[config.mk]
export PLATFORM = sky130hd
export DESIGN_NAME = req_encoder16to4
export DESIGN_NICKNAME = d
export VERILOG_FILES = /design/src/rtl/req_encoder16to4.sv
export SDC_FILE = /design/constraint.sdc
export NUM_CORES = 1
export LEC_CHECK = 0
export CAP_MARGIN = 20
export CORE_ASPECT_RATIO = 1.75
export CORE_MARGIN = 1.5
export CORE_UTILIZATION = 48
export DETAILED_ROUTE_END_ITERATION = 7
export PLACE_DENSITY = 0.79
export SLEW_MARGIN = 10
export SYNTH_ARGS = -nofsm -noshare
export SYNTH_HDL_FRONTEND = slang
export SYNTH_SLANG_ARGS = --single-unit
[constraint.sdc]
create_clock -name clk -period 4.5 [get_ports clk]
set_input_delay 0.45 -clock clk [delete_from_list [all_inputs] [get_ports clk]]
set_output_delay 0.45 -clock clk [all_outputs]
set_load 0.1 [all_outputs]
[src/rtl/req_encoder16to4.sv]
// Sticky 16-line request capture with encoded-index valid/ready output.
// Define REQ_ENC_ROUND_ROBIN_EN for round-robin instead of lowest-index-first.
module req_encoder16to4 #(
    parameter int NREQ = 16,
    parameter int IDXW = 4
) (
    input  logic            clk,
    input  logic            rst_n,
    input  logic [NREQ-1:0] req,
    input  logic            en,
    output logic            valid,
    input  logic            ready,
    output logic [IDXW-1:0] idx,
    output logic [NREQ-1:0] pending,
    output logic [IDXW:0]   pend_cnt,
    output logic            overrun
);

    typedef enum logic {IDLE, PRESENT} state_e;

    state_e          state_q;
    logic            valid_q;
    logic [IDXW-1:0] idx_q;
    logic [NREQ-1:0] pending_q;
    logic [NREQ-1:0] pending_d;
    logic [IDXW:0]   cnt_q;
    logic [IDXW:0]   cnt_d;
    logic            overrun_q;
    logic            overrun_d;

    logic            acc;
    logic [NREQ-1:0] clr;
    logic [NREQ-1:0] cand;
    logic [NREQ-1:0] setv;
    logic [IDXW-1:0] win;
    logic            found;

    assign acc  = valid_q & ready;
    assign setv = req & {NREQ{en}};

    always_comb begin
        clr = '0;
        if (acc) clr[idx_q] = 1'b1;
    end

    // A bit cleared and re-requested on the same edge stays pending
    assign cand      = pending_q & ~clr;
    assign pending_d = cand | setv;
    assign overrun_d = |(setv & cand);

    always_comb begin
        cnt_d = '0;
        for (int i = 0; i < NREQ; i++) begin
            cnt_d = cnt_d + {{IDXW{1'b0}}, pending_d[i]};
        end
    end

`ifdef REQ_ENC_ROUND_ROBIN_EN
    logic [IDXW-1:0] ptr_q;
    logic [IDXW-1:0] base;
    logic [IDXW-1:0] j;

    assign base = acc ? idx_q : ptr_q;

    always_comb begin
        win   = '0;
        found = 1'b0;
        j     = '0;
        for (int k = 1; k <= NREQ; k++) begin
            j = base + IDXW'(k);
            if (cand[j] && !found) begin
                win   = j;
                found = 1'b1;
            end
        end
    end

    always_ff @(posedge clk) begin
        if (!rst_n) begin
            ptr_q <= '1;
        end else if (acc) begin
            ptr_q <= idx_q;
        end
    end
`else
    always_comb begin
        win   = '0;
        found = 1'b0;
        for (int i = 0; i < NREQ; i++) begin
            if (cand[i] && !found) begin
                win   = IDXW'(i);
                found = 1'b1;
            end
        end
    end
`endif

    always_ff @(posedge clk) begin
        if (!rst_n) begin
            state_q   <= IDLE;
            valid_q   <= 1'b0;
            idx_q     <= '0;
            pending_q <= '0;
            cnt_q     <= '0;
            overrun_q <= 1'b0;
        end else begin
            pending_q <= pending_d;
            cnt_q     <= cnt_d;
            overrun_q <= overrun_d;
            unique case (state_q)
                IDLE: begin
                    if (found) begin
                        idx_q   <= win;
                        valid_q <= 1'b1;
                        state_q <= PRESENT;
                    end
                end
                PRESENT: begin
                    if (ready) begin
                        if (found) begin
                            idx_q <= win;
                        end else begin
                            valid_q <= 1'b0;
                            state_q <= IDLE;
                        end
                    end
                end
            endcase
        end
    end

    assign valid    = valid_q;
    assign idx      = idx_q;
    assign pending  = pending_q;
    assign pend_cnt = cnt_q;
    assign overrun  = overrun_q;

endmodule

==> summary.md <==
| Metric | Value |
|---|---|
| Critical Path AT | `4.45 ns` |
| Achievable Freq | `234 MHz` |
| Crit share post-route | `95.0%` |
| Port Buffers | `46` |
| CP top delay family | `adder cells` |
| Fin. max-slew vios | `0` |
| Hold WS | `0.556 ns` |
| Placed cell area | `2430 um2` |
| Warnings from Yosys | `0` |
| Antenna diodes | `0` |
| Mapped Cells | `210` |
| Worst path bufs/invs | `3` |
| H-tree depth | `1` |
| Outcome | `finished, final reports clean` |
| Clock transition at the registers of the reported paths | `0.10 ns` |
| Die span in x | `49.0 um` |
| Post-synth EDFFs | `0` |
| Vias in the first global route | `1,817` |
| Area delta synth->final | `40.6%` |
| Fin nets | `310` |
| Max Root-Sink Buffers | `2` |
| Clk_lat worst skew | `0.28 ns` |
| Register area share after synthesis | `31.5%` |
| Starting density of the core | `49.5%` |
| CTS tree | `done` |
| Hold_buf cts | `0` |
| Postcts setup bufs | `0` |
| Fin. Hold Viols | `0` |
| Max rail drop VDD | `458 uV` |
| CTS Buf Count | `3` |
| Final ANT Viol Nets | `0` |
| Via/cell ratio | `5.52` |
| HP Class | `reg -> reg` |
| Drt initial violations | `50` |
| Via count | `1,765` |
| Post_cts resized | `1` |
| First-pass GRT wire length | `8.15 mm` |
| Reg area | `567 um2` |
| Initial DRT Pass Iterations | `4` |
| Crit-path max FO | `8` |
| CP cell instances | `dlygate4sd2_1 -> nand4_1 -> o21ai_1 -> nand2_1 -> fa_1 -> inv_1 -> fa_1 -> inv_1 -> fa_1 -> fa_1 -> ha_1 -> fa_1 -> xor2_1 -> and2_1` |
| Largest net degree at the start of global routing | `29` |
| Fraction of layout cells with a size suffix above 1 | `12.4%` |
| Setup Skew | `0.00657 ns` |
| Gp weighted congestion | `0.895` |
| CP startpoint kind | `input port` |
| RSZ-0062 raised after global routing | `false` |
| Final Setup Violations | `0` |
| Antenna violations before repair | `0` |
| Max incr delay on CP | `0.52 ns` |
| Syn_area_per_cell | `8.47 um2` |
| Setup TNS | `0 ns` |
| Top Ports | `47` |
| Overall fraction of global-route tracks in use | `25.8%` |
| Period minus WS final | `4.27 ns` |
| Placeable Area | `3590 um2` |
| WS Path Type | `in -> reg` |
| Worst slew margin | `34.8%` |
| Syn Nets | `245` |
| Chip Height | `83.5 um` |
| Clk root buf | `clkbuf_8` |
| Cell mode on critical path | `fa_1` |
| GR Overflow Total | `0` |
| Post-Syn Area | `1780 um2` |
| Max-cap violations | `0` |
| Multi-input gate area | `1110 um2` |
| Die footprint | `4100 um2` |
| Row count | `29` |
| Pwr dens | `480 nW/um2` |
| Remaining DRCs | `0` |
| CP endpoint kind | `flop` |
| Critical Path RT | `4.68 ns` |
| Fillers | `302` |
| Routed wire length | `4.98 mm` |
| CTS sink count | `28` |
| Unique masters post-synth | `46` |
| Worst slew pin tran | `0.974 ns` |
| Lkg Pwr | `1.13 nW` |
| DR WL/cell | `15.6 um` |
| Fraction of registers with async set/reset | `0%` |
| Dpl hpwl | `4.00 mm` |
| Most used DFF post-synth | `dfxtp_1` |
| Design area | `2500 um2` |
| Slowest CP cell | `fa_1` |
| Seq cells post-synth | `28` |
synthesized netlist by cell type, types with 2 or more instances:
| master | count | area share [%] |
|---|---|---|
| o21ai_1 | 11 | 3.1 |
| a31oi_1 | 3 | 1.1 |
| a21oi_1 | 4 | 1.1 |
| o211ai_1 | 3 | 1.3 |
| nand4b_1 | 2 | 0.98 |
| clkbuf_1 | 4 | 0.84 |
| nand4_1 | 3 | 1.1 |
| nor2_1 | 3 | 0.63 |
| o22ai_1 | 4 | 1.4 |
| nand2b_1 | 5 | 1.8 |
| o31ai_1 | 2 | 0.84 |
| o21a_1 | 4 | 1.7 |
| a21boi_1 | 2 | 0.84 |
| nand2_1 | 38 | 8.0 |
| ha_1 | 5 | 3.5 |
| o21ai_0 | 5 | 1.4 |
| nor3_1 | 2 | 0.56 |
| or2_1 | 2 | 0.70 |
| nor4_1 | 2 | 0.70 |
| a21boi_0 | 2 | 0.84 |
| o221ai_1 | 2 | 0.98 |
| inv_1 | 22 | 4.6 |
| and2_1 | 19 | 6.7 |
| dfxtp_1 | 28 | 32 |
| o221a_1 | 3 | 1.9 |
| fa_1 | 10 | 11 |
power by group:
part,switching [mW],internal [mW]
Sequential,0.0239,0.282
Clock,0.0837,0.119
Combinational,0.430,0.262
worst min-delay path: stages, from the launching register on:
cell and delay [ns]:
dfxtp_1 0.35, nand2b_1 0.10, a21boi_1 0.07
cells in the final DEF, fill, tap and decap left out, types with 3 or more instances in the layout:
cell / n
buf_4: 18
o221a_1: 3
a21oi_1: 4
fa_1: 10
nand4_1: 3
o21a_1: 4
clkbuf_8: 3
nand2b_1: 5
ha_1: 5
inv_1: 22
dfxtp_2: 5
a31oi_1: 3
o211ai_1: 3
dfxtp_1: 23
nand2_1: 38
and2_1: 19
clkdlybuf4s50_1: 45
nor2_1: 3
o21ai_0: 5
o21ai_1: 11
o22ai_1: 4
sequential cells by signal (all words and copies together) (netlist names):
signal    count
idx           4
overrun       1
pend_cnt      5
pending      16
state_q       1
valid         1
through the flow:
stage                     power, mW  utilization (%)  setup WS [ns]  instances
after global placement         1.00             67.7         -0.283        316
after detailed placement       1.01             67.7         -0.344        316
after CTS                      1.22             69.7          0.201        320
final                          1.20             69.7          0.227        320
after global routing           1.29             69.7         0.0596        320
after floorplan               0.814                -         0.0963        210
per-layer routing:
metal	part of all wire [%]	wire length [um]	vias to the layer above	global-route usage, %
li1	-	-	861	-
met1	36	1810	819	27.6
met4	4.5	224	0	14.8
met3	3.6	179	19	1.61
met5	0	0	-	0
met2	55	2760	66	48.2
layout make-up:
cell class	count	share of cell area [%]
sequential	28	22.7
clock inverter	1	1.20
tap	46	2.30
clock buffer	3	1.65
timing repair buffer	65	24.5
multi-input combinational	155	44.3
inverter	22	3.30
path summary, 6_finish.rpt:
kind	start	cells past startpoint	slack (ns)	end
hold / removal	state_q$_SDFF_PN0_	2	0.56	state_q$_SDFF_PN0_
hold reg to reg	state_q$_SDFF_PN0_	2	0.56	state_q$_SDFF_PN0_
setup / recovery	ready	14	0.23	pend_cnt[2]$_SDFF_PN0_
setup reg to reg	idx[1]$_SDFFE_PN0P_	13	0.31	pend_cnt[2]$_SDFF_PN0_
cell families (layout without fill, tap and decap cells):
family	after synthesis	in the layout	synth area share, %
AND/OR/NAND/NOR	84	84	25.4
buffers and inverters	27	91	6.12
adder cells (fa/ha/maj)	15	15	14.8
AO/OA/AOI/OAI	53	53	20.6
XOR/XNOR	2	2	0.985
flip-flops	28	28	31.5
multiplexers	1	1	0.633
(Power assumes the default switching activity.)
